[src/rtl/pipe_stage_reg.sv]
// Pipeline stage register with stall/flush/bubble control and a late-data hold buffer; latency 1 cycle.
// Backpressure comes only from the stall vector: hold when this and the next stage stall, bubble when only this one does.
module pipe_stage_reg #(
    parameter int                DATA_W     = 64,
    parameter int                LATE_W     = 32,
    parameter int                STALL_W    = 4,
    parameter int                STAGE      = 1,
    parameter logic [DATA_W-1:0] RST_VAL    = DATA_W'(64'h3000_3000),
    parameter logic [DATA_W-1:0] BUBBLE_VAL = '0,
    parameter logic [LATE_W-1:0] NOP_VAL    = '0,
    parameter int                CNT_W      = 16
) (
    input  logic               clk,
    input  logic               rst,
    input  logic [STALL_W-1:0] stall,
    input  logic               flush,
    input  logic               in_valid,
    input  logic [DATA_W-1:0]  in_data,
    input  logic [LATE_W-1:0]  late_data,
    output logic               out_valid,
    output logic [DATA_W-1:0]  out_data,
    output logic [LATE_W-1:0]  out_late,
    output logic               hold_vld,
    output logic [CNT_W-1:0]   bubble_cnt
);

    logic              s_me;
    logic              s_nx;
    logic              nop_q;
    logic [LATE_W-1:0] hold_buf;
    logic              unused_stall;

    assign s_me = stall[STAGE];

    // The last stage has no downstream stall, so its stalls always become bubbles.
    generate
        if (STAGE + 1 < STALL_W) begin : g_nx
            assign s_nx = stall[STAGE+1];
        end else begin : g_last
            assign s_nx = 1'b0;
        end
    endgenerate

    assign unused_stall = ^stall;

    always_ff @(posedge clk or posedge rst) begin
        if (rst) begin
            out_valid  <= 1'b0;
            out_data   <= RST_VAL;
            nop_q      <= 1'b1;
            hold_vld   <= 1'b0;
            hold_buf   <= '0;
            bubble_cnt <= '0;
        end else if (flush) begin
            out_valid <= 1'b0;
            out_data  <= RST_VAL;
            nop_q     <= 1'b1;
            hold_vld  <= 1'b0;
        end else if (s_me && !s_nx) begin
            out_valid <= 1'b0;
            out_data  <= BUBBLE_VAL;
            nop_q     <= 1'b1;
            hold_vld  <= 1'b0;
            if (bubble_cnt != {CNT_W{1'b1}}) begin
                bubble_cnt <= bubble_cnt + 1'b1;
            end
        end else if (!s_me) begin
            out_valid <= in_valid;
            out_data  <= in_data;
            nop_q     <= !in_valid;
            hold_vld  <= 1'b0;
        end else if (!hold_vld && !nop_q) begin
            // Memory output is only valid the cycle after the edge; latch it once per hold.
            hold_buf <= late_data;
            hold_vld <= 1'b1;
        end
    end

    assign out_late = nop_q ? NOP_VAL : (hold_vld ? hold_buf : late_data);

endmodule

[config.mk]
export PLATFORM = sky130hd
export DESIGN_NAME = pipe_stage_reg
export DESIGN_NICKNAME = d
export VERILOG_FILES = /design/src/rtl/pipe_stage_reg.sv
export SDC_FILE = /design/constraint.sdc
export NUM_CORES = 1
export LEC_CHECK = 0
export BUFFER_PORTS_ARGS = -buffer_cell sky130_fd_sc_hd__buf_2
export CAP_MARGIN = 20
export CORE_ASPECT_RATIO = 1.2
export CORE_MARGIN = 5
export CORE_UTILIZATION = 40
export DETAILED_ROUTE_END_ITERATION = 10
export GPL_TIMING_DRIVEN = 0
export PLACE_DENSITY = 0.73
export REMOVE_ABC_BUFFERS = 1
export SYNTH_ARGS = -nofsm -noshare
export SYNTH_HDL_FRONTEND = slang
export SYNTH_SLANG_ARGS = --single-unit
[constraint.sdc]
create_clock -name clk -period 3.7 [get_ports clk]
set_input_delay 0.74 -clock clk [delete_from_list [all_inputs] [get_ports clk]]
set_output_delay 0.74 -clock clk [all_outputs]
set_load 0.01 [all_outputs]
==> results.py, run 1 <==
metrics = {
    "logic_synthesis": {
        "synth.area.mux_share": 0.144,
        "synth.distinct_cells": 31,
        "synth_compound_area_frac": 0.125,
        "syn_area_um2": 4820,
        "synth_cells": 367,
        "synth.avg_cell_area_um2": 13.1,
        "yosysWarnings": 0,
        "yosys.area_share.simple": 0.0722,
        "synth_top_family_by_area": "multiplexers",
        "ys_ff_latch": 115,
        "yosysSeqAreaShare": 0.599,
        "synth_xor_area_frac": 0.0273,
        "synthAdderAreaFrac": 0.00260,
    },
    "setup_path": {
        "r2r_end": "hold_buf[1]$_DFFE_PP0P_",
        "worstRegToRegCells": 3,
        "crit_start": "nop_q$_DFFE_PP1P_",
        "reg2reg_slack_ps": 1670,
        "setup.worst_path.end_class": "output port",
        "cp-start-kind": "register",
        "r2r_start": "nop_q$_DFFE_PP1P_",
        "path_max_fanout": 35,
        "crit_type": "register to output port",
        "crit_arrival_ps": 1690,
        "crit_end": "out_late[20]",
        "crit_required_ps": 2960,
    },
    "die": {
        "die_w_um": 110,
        "chipHeight_um": 130,
        "rows": 44,
        "start_util": 0.403,
        "core_um2": 11900,
        "ios": 218,
        "die_area_um2": 14400,
    },
    "clocking": {
        "clock_latency_ps": 400,
        "cts_hold_buffers": 0,
        "cts.clk_slew.worst_paths_ps": 50,
        "cts_resized": 0,
        "root_buffer": "clkbuf_16",
        "cts_buffer_depth": 2,
        "cts_tree": "yes",
        "numCtsBuffers": 17,
        "h-tree-depth": 4,
        "cts_setup_buffers": 0,
        "numClockSinks": 115,
    },
    "global_routing": {
        "grt_pass1_wl_um": 18800,
        "grt_max_degree": 61,
        "antenna_found_initial": 0,
        "gr-usage-all-layers": 0.168,
        "grt-ovfl-total": 0,
        "grt_pass1_vias": 3813,
    },
    "routing": {
        "dr.pass1.iters": 4,
        "routed_wl_um": 12100,
        "viasPerCell": 4.96,
        "drc_errors": 0,
        "vias": 3734,
        "wire_per_inst_um": 16.0,
        "ant_nets": 0,
        "drt_first_iter_violations": 164,
    },
    "place": {
        "place_hpwl_um": 8880,
        "place.gp.congestion": 0.752,
        "dpl.cell_count": 721,
        "numPortBuffers": 215,
        "pre_cts_slack_ps": 1090,
    },
    "sta": {
        "clock-skew-final_ps": 5.80,
        "setup_violations": 0,
        "tns_ps": 0,
        "relSlewSlack": 0.474,
        "rsz0062_at_grt": "false",
        "fmax_mhz": 412,
        "min_period_ps": 2430,
        "slew_violations": 0,
        "hold-worst-slack_ps": 458,
        "fin_ws_ps": 1270,
        "post-route-period-util": 0.656,
        "finalHoldViolCount": 0,
        "tightest_slew_ps": 786,
    },
    "layout": {
        "syn2layout_area_growth_pct": 38.1,
        "diodes": 0,
        "regArea_um2": 2890,
        "final_cells": 753,
        "nets": 684,
        "nFillCells": 1043,
        "final_util": 0.557,
        "multiInputGateArea_um2": 1800,
        "layout_common_cells": "buf_2, dfrtp_1, a22o_1",
        "layout-drive-gt1-share": 0.498,
        "final_common_cell": "buf_2",
    },
    "run": {
        "drv_cap": 0,
    },
    "status": {
        "run_status": "completed",
    },
    "power_and_ir_drop": {
        "peakVddDrop_v": 0.000298,
        "powerDensity_nw_per_um2": 514,
        "leakage_nw": 3.44,
    },
    "min_path": {
        "hp-class": "input pin to asynchronous set/reset pin",
    },
}
[critical path: stages (launching register included)]
cell and delay [ps]:
dfstp_2 980, nor2_1 130, buf_2 170
[routing by layer]
metal / vias to the layer above / track usage / part of all wire
met3: 14 / 0.0470 / 0.071
met2: 144 / 0.269 / 0.50
met5: - / 0 / 0
met4: 0 / 0.0703 / 0.017
met1: 1819 / 0.215 / 0.41
li1: 1757 / - / -
[cells by family after synthesis]
logic type      after synthesis
flops                       115
simple gates                 71
compound gates               69
mux                          65
buf+inv                      31
xor+xnor                     15
fa+ha+maj                     1
[flip-flops by register name, indices dropped and copies added, names as in the netlist]
signal,count
out_data,64
hold_vld,1
hold_buf,32
out_valid,1
bubble_cnt,16
nop_q,1
[where the power goes]
| part | switching (mW) | internal [mW] |
|---|---|---|
| combinational | 0.197 | 0.214 |
| sequential | 0.0986 | 1.40 |
| clock | 0.537 | 0.971 |
| total | 0.833 | 2.59 |
[final cells by class]
class,instances,area share
flip-flops and latches,115,0.434
multi-input cells,221,0.270
well taps,161,0.0303
clock buffers,23,0.0718
clock inverters,9,0.0120
repair buffers,220,0.179
inverters,4,0.00263
[stage by stage]
stage | total power [mW] | instance area (um^2)
final | 3.42 | 6650
after global routing | 3.60 | 6650
after CTS | 3.48 | 6650
after detailed placement | 1.94 | 6090
after global placement | 1.91 | 5960
after floorplan | 1.73 | 4680
[synth_stat cells, drive strengths merged]
cell,count,share of area
nor3,3,0.0052
nand2,5,0.0039
xnor2,11,0.020
o31ai,1,0.0016
buf,11,0.016
dfrtp,110,0.57
and3,2,0.0026
nor2,41,0.033
and3b,1,0.0018
ha,1,0.0026
or3b,1,0.0023
xor2,4,0.0073
nor2b,4,0.0052
a21oi,3,0.0039
a311o,4,0.0083
nand4,6,0.0078
mux2,33,0.077
clkbuf,16,0.012
dfstp,5,0.027
a22o,61,0.11
nand3b,1,0.0016
and4,2,0.0036
nand3,5,0.0052
inv,4,0.0031
mux2i,32,0.066
[worst min-delay path by stage]
stage / startpoint / end / cells after the start
finish: rst / hold_buf[20]$_DFFE_PP0P_ / 2
global route: rst / hold_buf[20]$_DFFE_PP0P_ / 2
CTS: rst / bubble_cnt[11]$_DFFE_PP0P_ / 2
detailed placement: hold_buf[11]$_DFFE_PP0P_ / hold_buf[11]$_DFFE_PP0P_ / 1
global placement: hold_buf[11]$_DFFE_PP0P_ / hold_buf[11]$_DFFE_PP0P_ / 1
floorplan: hold_buf[11]$_DFFE_PP0P_ / hold_buf[11]$_DFFE_PP0P_ / 1
Note: power is estimated with default switching activity, not from simulation.
==> run 2: changes to the inputs <==
Clock period 3.7 ns to 2 ns, I/O delays scaled along.
==> run 2 against run 1 <==
Compared with the run above:
- register-to-register slack worse by 1500 ps
- hold slack got worse by 340 ps
- design area grew 0.64%
- sequential share of layout area down 0.22 points
- largest cell class unchanged
- core utilization grew 0.36 points
- critical path type unchanged
- final cell count rose by 0.27%
- first-iteration DRC count shrank 8.5%
- die area did not move
- sequential power is 85% higher
- via count about the same
- wire length rose by 0.81%
- clock skew increased by 0.73 ps
==> results.py, run 2 (same netlist as run 1, synthesis figures left out) <==
metrics = {
    "global_routing": {
        "use_met1": 0.214,
        "grtUsageMet2": 0.271,
        "grt_pass1_vias": 3828,
        "busiest_layer": "met2",
        "met3_usage": 0.0475,
        "gr-usage-all-layers": 0.168,
        "grt_pass1_wl_um": 18800,
        "grt_max_degree": 61,
        "grt-ovfl-total": 0,
        "antenna_found_initial": 0,
    },
    "layout": {
        "largest_reg_flops": 64,
        "top_register": "out_data",
        "layout-drive-gt1-share": 0.502,
        "final_common_cell": "buf_2",
        "layout_common_cells": "buf_2, dfrtp_1, a22o_1",
        "top_regs": "out_data x64, hold_buf x32, bubble_cnt x16",
        "nFillCells": 1044,
        "syn2layout_area_growth_pct": 39.0,
        "diodes": 0,
        "nets": 686,
    },
    "setup_path": {
        "path_max_fanout": 26,
        "cp-start-kind": "register",
        "crit_arrival_ps": 1510,
        "crit_required_ps": 1600,
        "crit_type": "register to output port",
        "setup.worst_path.end_class": "output port",
    },
    "clocking": {
        "clock_latency_ps": 400,
        "cts_tree": "yes",
        "numCtsBuffers": 17,
        "root_buffer": "clkbuf_16",
        "numClockSinks": 115,
        "cts_buffer_depth": 2,
        "h-tree-depth": 4,
        "cts_hold_buffers": 0,
        "cts.clk_slew.worst_paths_ps": 50,
    },
    "sta": {
        "hold-worst-slack_ps": 119,
        "slew_violations": 0,
        "post-route-period-util": 0.955,
        "clock-skew-final_ps": 6.53,
        "relSlewSlack": 0.536,
        "fmax_mhz": 524,
        "min_period_ps": 1910,
        "tightest_slew_ps": 696,
        "finalHoldViolCount": 0,
        "setup_violations": 0,
        "rsz0062_at_grt": "false",
    },
    "die": {
        "die_area_um2": 14400,
        "ios": 218,
        "core_um2": 11900,
        "chipHeight_um": 130,
        "die_w_um": 110,
        "start_util": 0.403,
        "rows": 44,
    },
    "power_and_ir_drop": {
        "internal_power_mw": 4.79,
        "p_clk_frac": 0.441,
        "peakVddDrop_v": 0.000551,
        "swShare": 0.244,
        "leakage_nw": 3.45,
        "pwr-share-seq": 0.438,
        "finalPower_mw": 6.34,
        "share_comb_of_total_power": 0.121,
        "switchingPower_mw": 1.55,
        "powerDensity_nw_per_um2": 947,
    },
    "routing": {
        "drt_first_iter_violations": 150,
        "viasPerCell": 4.94,
        "vias": 3732,
        "ant_nets": 0,
        "dr.pass1.iters": 4,
        "wire_per_inst_um": 16.1,
        "routed_wl_um": 12200,
        "drc_errors": 0,
    },
    "min_path": {
        "hp-class": "input pin to asynchronous set/reset pin",
    },
    "run": {
        "drv_cap": 0,
    },
    "place": {
        "numPortBuffers": 215,
        "place_hpwl_um": 8880,
        "place.gp.congestion": 0.752,
    },
    "status": {
        "run_status": "completed",
    },
}
[run 2: what timing repair did]
action                     in CTS  in global routing
setup endpoints to repair      50                  3
resized for setup               1                  2
cloned                          0                  0
pin swaps                       1                  0
buffers inserted                2                  0
[run 2: area by class of cell]
class,count,area (um^2),area share
Clock buffer,23,478,0.0714
Timing Repair Buffer,222,1220,0.182
Sequential cell,115,2890,0.432
Clock inverter,9,80.1,0.0120
Inverter,4,17.5,0.00262
Tap cell,161,201,0.0301
Multi-Input combinational cell,221,1810,0.270
[run 2: critical path, stage by stage (launching register included)]
cell and delay (ps):
dfrtp_2 430, buf_12 230, mux2i_1 230, nor2_1 60, buf_2 160
[run 2: path summary, 6_finish.rpt]
check | startpoint | end | slack, ps | depth (start not counted)
max | hold_vld$_DFFE_PP0P_ | out_late[31] | 90 | 4
min | rst | hold_buf[20]$_DFFE_PP0P_ | 120 | 2
max reg2reg | bubble_cnt[0]$_DFFE_PP0P_ | bubble_cnt[4]$_DFFE_PP0P_ | 200 | 6
min reg2reg | hold_buf[11]$_DFFE_PP0P_ | hold_buf[11]$_DFFE_PP0P_ | 490 | 1
max in group asynchronous | rst | nop_q$_DFFE_PP1P_ | 1120 | 3
min in group clk | in_valid | nop_q$_DFFE_PP1P_ | 160 | 2
[run 2: through the flow]
stage,instance area (um^2),std cells,utilization,worst slack [ps],setup TNS [ps]
after global placement,5960,716,0.499,-2580,-479360
after detailed placement,6090,721,0.510,-266,-5960
after global routing,6700,755,0.560,5.42,0
after CTS,6680,755,0.559,69.1,0
after floorplan,4680,340,-,-1440,-239470
final,6700,755,0.560,89.8,0
[run 2: power groups by stage]
stage | registers [mW] | clock network (mW) | logic, mW
finish | 2.78 | 2.80 | 0.766
global route | 2.82 | 2.99 | 0.853
CTS | 2.78 | 2.87 | 0.781
detailed placement | 2.82 | 0 | 0.776
global placement | 2.80 | 0 | 0.732
floorplan | 2.83 | 0 | 0.375
[run 2: metal layers]
| layer | up-vias | wire (um) |
|---|---|---|
| li1 | 1760 | - |
| met5 | - | 0 |
| met2 | 144 | 5980 |
| met4 | 0 | 223 |
| met1 | 1812 | 5100 |
| met3 | 16 | 841 |
